**src/rtl/lif_neuron.sv**
```systemverilog
// Leaky integrate-and-fire neuron: accumulates matching synaptic weights, leaks on tick,
// fires a one-cycle registered spike at threshold, then holds a fixed refractory period.
module lif_neuron #(
    parameter logic [6:0]         MY_ID          = 7'd0,
    parameter logic signed [15:0] THRESHOLD      = 16'sd100,
    parameter int                 LEAK_SHIFT     = 3,
    parameter int                 REFRACT_CYCLES = 4
) (
    input  logic        clk,
    input  logic        rst,
    input  logic        kill,
    input  logic [7:0]  weight,
    input  logic [6:0]  Neuron_number,
    input  logic        weight_valid,
    output logic        weight_ready,
    input  logic        tick,
    output logic        spike,
    output logic [6:0]  spike_id,
    output logic [15:0] membrane,
    output logic [1:0]  state,
    output logic [15:0] spike_count
);

    // Handshake: a weight transfers on a rising edge where weight_valid && weight_ready.
    // weight_ready depends only on rst and the state register, never on weight_valid.
    typedef enum logic [1:0] {
        ST_INTEGRATE = 2'd0,
        ST_FIRE      = 2'd1,
        ST_REFRACT   = 2'd2,
        ST_ILLEGAL   = 2'd3
    } state_t;

    localparam logic [7:0] REFRACT_LOAD =
        (REFRACT_CYCLES == 0) ? 8'd0 : 8'(REFRACT_CYCLES - 1);

    state_t             st;
    logic [7:0]         refract_cnt;
    logic signed [15:0] v;

    logic signed [16:0] sum_raw;
    logic signed [16:0] sum_clamped;
    logic signed [16:0] leaked;
    logic signed [15:0] v_next;

    // Sum is formed at 17 bits so the clamp sees the true sign and overflow.
    always_comb begin
        sum_raw = {v[15], v};
        if (weight_valid && (Neuron_number == MY_ID)) begin
            sum_raw = {v[15], v} + {{9{weight[7]}}, weight};
        end
        if (sum_raw < 17'sd0) begin
            sum_clamped = 17'sd0;
        end else if (sum_raw > 17'sd32767) begin
            sum_clamped = 17'sd32767;
        end else begin
            sum_clamped = sum_raw;
        end
        leaked = sum_clamped;
        if (tick) begin
            leaked = sum_clamped - (sum_clamped >>> LEAK_SHIFT);
        end
        v_next = leaked[15:0];
    end

    always_ff @(posedge clk) begin
        if (!rst) begin
            st          <= ST_INTEGRATE;
            v           <= 16'sd0;
            refract_cnt <= 8'd0;
            spike       <= 1'b0;
            spike_id    <= 7'd0;
            spike_count <= 16'd0;
        end else if (kill) begin
            st          <= ST_INTEGRATE;
            v           <= 16'sd0;
            refract_cnt <= 8'd0;
            spike       <= 1'b0;
            spike_id    <= 7'd0;
            spike_count <= 16'd0;
        end else begin
            case (st)
                ST_INTEGRATE: begin
                    v <= v_next;
                    if (v_next >= THRESHOLD) begin
                        st       <= ST_FIRE;
                        spike    <= 1'b1;
                        spike_id <= MY_ID;
                    end
                end
                ST_FIRE: begin
                    v           <= 16'sd0;
                    spike       <= 1'b0;
                    spike_id    <= 7'd0;
                    spike_count <= spike_count + 16'd1;
                    if (REFRACT_CYCLES == 0) begin
                        st <= ST_INTEGRATE;
                    end else begin
                        st          <= ST_REFRACT;
                        refract_cnt <= REFRACT_LOAD;
                    end
                end
                ST_REFRACT: begin
                    v <= 16'sd0;
                    if (refract_cnt == 8'd0) begin
                        st <= ST_INTEGRATE;
                    end else begin
                        refract_cnt <= refract_cnt - 8'd1;
                    end
                end
                default: begin
                    st          <= ST_INTEGRATE;
                    v           <= 16'sd0;
                    refract_cnt <= 8'd0;
                    spike       <= 1'b0;
                    spike_id    <= 7'd0;
                end
            endcase
        end
    end

    assign weight_ready = rst && (st != ST_FIRE);
    assign state        = st;
    assign membrane     = v;

endmodule

```
**config.mk**
```make
export PLATFORM = sky130hd
export DESIGN_NAME = lif_neuron
export DESIGN_NICKNAME = d
export VERILOG_FILES = /design/src/rtl/lif_neuron.sv
export SDC_FILE = /design/constraint.sdc
export NUM_CORES = 1
export LEC_CHECK = 0
export ABC_AREA = 1
export BUFFER_PORTS_ARGS = -buffer_cell sky130_fd_sc_hd__buf_4
export CORE_UTILIZATION = 40
export CTS_CLUSTER_DIAMETER = 80
export CTS_CLUSTER_SIZE = 8
export DETAILED_ROUTE_END_ITERATION = 8
export PLACE_DENSITY = 0.66
export SLEW_MARGIN = 20
export SYNTH_ARGS = -nofsm -noshare
export SYNTH_HDL_FRONTEND = slang
export SYNTH_SLANG_ARGS = --single-unit
```
**constraint.sdc**
```tcl
create_clock -name clk -period 5.3 [get_ports clk]
set_clock_uncertainty 0.15 [all_clocks]
set_input_delay 0.53 -clock clk [delete_from_list [all_inputs] [get_ports clk]]
set_output_delay 0.53 -clock clk [all_outputs]
set_load 0.01 [all_outputs]
```
==> results.yml <==
run_status:
  status: "completed"
sta:
  worst_pin_slew_ns: 0.622
  min_period_over_period_pct: 88.3
  drv_slew: 0
  fmax_ghz: 0.214
  setup_viol: 0
  hold_violations: 0
  relSlewSlack_pct: 58.1
  worst_slack_ns: 0.619
  rsz0062_at_grt: "no"
  fin_setup_tns_ns: 0
  layout_min_cycle_time_ns: 4.68
critical_path:
  path_max_fanout: 19
  critPathTopFamily: "simple AND/OR/NAND/NOR gates"
  crit_arrival_ns: 4.78
  crit_path_frequent_cell: "nand2_1"
  critical_path.endpoint_type: "register"
  critical-path-slowest-cell: "a2111oi_1"
  path_class: "register to register"
  start_kind: "register"
  cp_data_required_time_ns: 5.40
  cpPeakStageDelay_ns: 0.46
  critPathBufInv: 3
power:
  finalPower_mw: 2.73
  leakage_nw: 2.53
  power_density_nw_per_um2: 566
  ir_drop_uv: 268
logic_synthesis:
  synth.avg_cell_area_sq_um: 6.29
  synthFlopType: "dfxtp_1"
  ys_async_sr_fraction_pct: 0
  yosys_warnings: 0
  syn_inst: 669
  synth_edf_count: 0
  synth_top_area_cell: "dfxtp_1"
  synth.area.top_cells: "dfxtp_1 (20%), nand2_1 (15%), ha_1 (9.8%)"
  synth.top_cell.area_share_pct: 20.5
  synth_seq_area_share_pct: 20.5
  ys_types: 50
  ys_ff_latch: 43
  syn_area_sq_um: 4210
floorplanning:
  fp.coreArea_sq_um: 10300
  row_count: 37
  die-area_sq_um: 10900
  die_x_microns: 105
  start_util_pct: 40.9
  io_pins: 63
  die_h_microns: 105
grt:
  overflow: 0
  grt_pass1_vias: 4103
  grt_max_degree: 20
  grt_pass1_wl_mm: 18.3
  grt.total_usage_pct: 20.2
  antenna_found_initial: 0
clock_tree:
  clockBufferDepth: 2
  cts_tree: "built"
  cts_buffers: 5
  ctsHoldBuffers: 0
  cts.clk_slew.worst_paths_ns: 0.08
  cts-root-buf: "clkbuf_8"
  cts_num_sinks: 43
  cts_setup_buffers: 0
  insertion_delay_ns: 0.30
  h-tree-depth: 2
route:
  m1WireLength_mm: 5.08
  routed_wl_mm: 10.7
  wl_met2_mm: 4.98
  post-route-drc-count: 0
  dr_total_vias: 4305
  drtIter0Drc: 254
  avgRoutedWirePerCell_microns: 12.4
  firstDrtPassIters: 6
  ant_nets: 0
  wl_met3_microns: 459
  top_layer_used: "met4"
  vias_per_cell: 4.99
finish:
  final_nets: 780
  fillerInstances: 1067
  area_growth_pct: 14.5
  drive_gt1_share_pct: 17.5
  mostFrequentLayoutCells: "nand2_1 (172), inv_1 (96), nor2_1 (64)"
  n_antenna_cell: 0
  final_common_cell: "nand2_1"
run:
  drv_cap: 0
place:
  numPortBuffers: 55
  place_hpwl_mm: 8.66
  place_ws_ns: 0.345
  gp_congestion: 0.995
worst_hold_path:
  hold_path.class: "register to register"
registers in the layout (all words and copies together) (netlist names):
| name | cells |
|---|---|
| membrane | 16 |
| refract_cnt | 8 |
| state | 2 |
| spike_count | 16 |
| spike | 1 |
worst paths after layout:
kind	startpoint	endpoint	slack, ns	cells past startpoint
setup / recovery	membrane[0]$_SDFF_PP0_	state[1]$_SDFFE_PP0P_	0.62	30
hold / removal	spike$_SDFFE_PP0P_	spike$_SDFFE_PP0P_	0.33	2
setup reg to reg	membrane[0]$_SDFF_PP0_	state[1]$_SDFFE_PP0P_	0.62	30
hold reg to reg	spike$_SDFFE_PP0P_	spike$_SDFFE_PP0P_	0.33	2
report_power, final:
group	switching, mW	internal, mW	leakage, nW
clock network	0.117	0.0923	0.0412
registers	0.0593	0.385	0.348
logic	1.32	0.750	2.14
total	1.50	1.23	2.53
cell type report:
| class | instances | area (sq um) | area share [%] |
|---|---|---|---|
| inverter | 105 | 400 | 8.31 |
| multi-input combinational | 513 | 2870 | 59.6 |
| clock inverter | 2 | 12.5 | 0.260 |
| tap | 136 | 170 | 3.53 |
| clock buffer | 6 | 72.6 | 1.51 |
| timing repair buffer | 57 | 428 | 8.88 |
| sequential | 43 | 861 | 17.9 |
Yosys cell counts (9+ instances only):
master	number
nand2_2	14
nor3_1	13
a21oi_1	42
ha_1	33
nand3_2	9
nand4_1	10
o21ai_0	33
nand3_1	41
dfxtp_1	43
nand2_1	172
inv_1	96
nor2_1	64
per-stage QoR:
step | utilization [%] | area (sq um) | hold slack [ns] | std cells
final | 46.9 | 4820 | 0.326 | 862
after global routing | 46.9 | 4820 | 0.374 | 862
after CTS | 46.9 | 4820 | 0.328 | 862
after detailed placement | 46.0 | 4730 | 0.313 | 854
after global placement | 46.0 | 4730 | 0.307 | 854
after floorplan | - | 4230 | 0.315 | 675
cell families after synthesis:
logic type,Yosys count,share of synthesized area [%]
AOI/OAI and AO/OA,96,12.8
DFF,43,20.5
buffers and inverters,119,11.8
other,2,0.179
xor gates and xnor gates,7,1.46
adders and majority gates,35,10.8
and+or+nand+nor,367,42.6
routing by layer:
layer / global-route usage (%) / up-vias
li1: - / 2257
met4: 6.33 / 0
met5: 0 / -
met2: 34.4 / 90
met1: 26.3 / 1946
met3: 2.87 / 12
repair_timing:
item                                    in CTS  in global routing
hold endpoints to repair                     0                  0
endpoints found under the setup margin       0                  1
gates resized for setup                      0                  1
worst min-delay path: stages, from the launching register on:
cell	delay (ns)
dfxtp_1	0.33
inv_1	0.05
a21oi_1	0.05
Power figures use the tool's default switching activity.
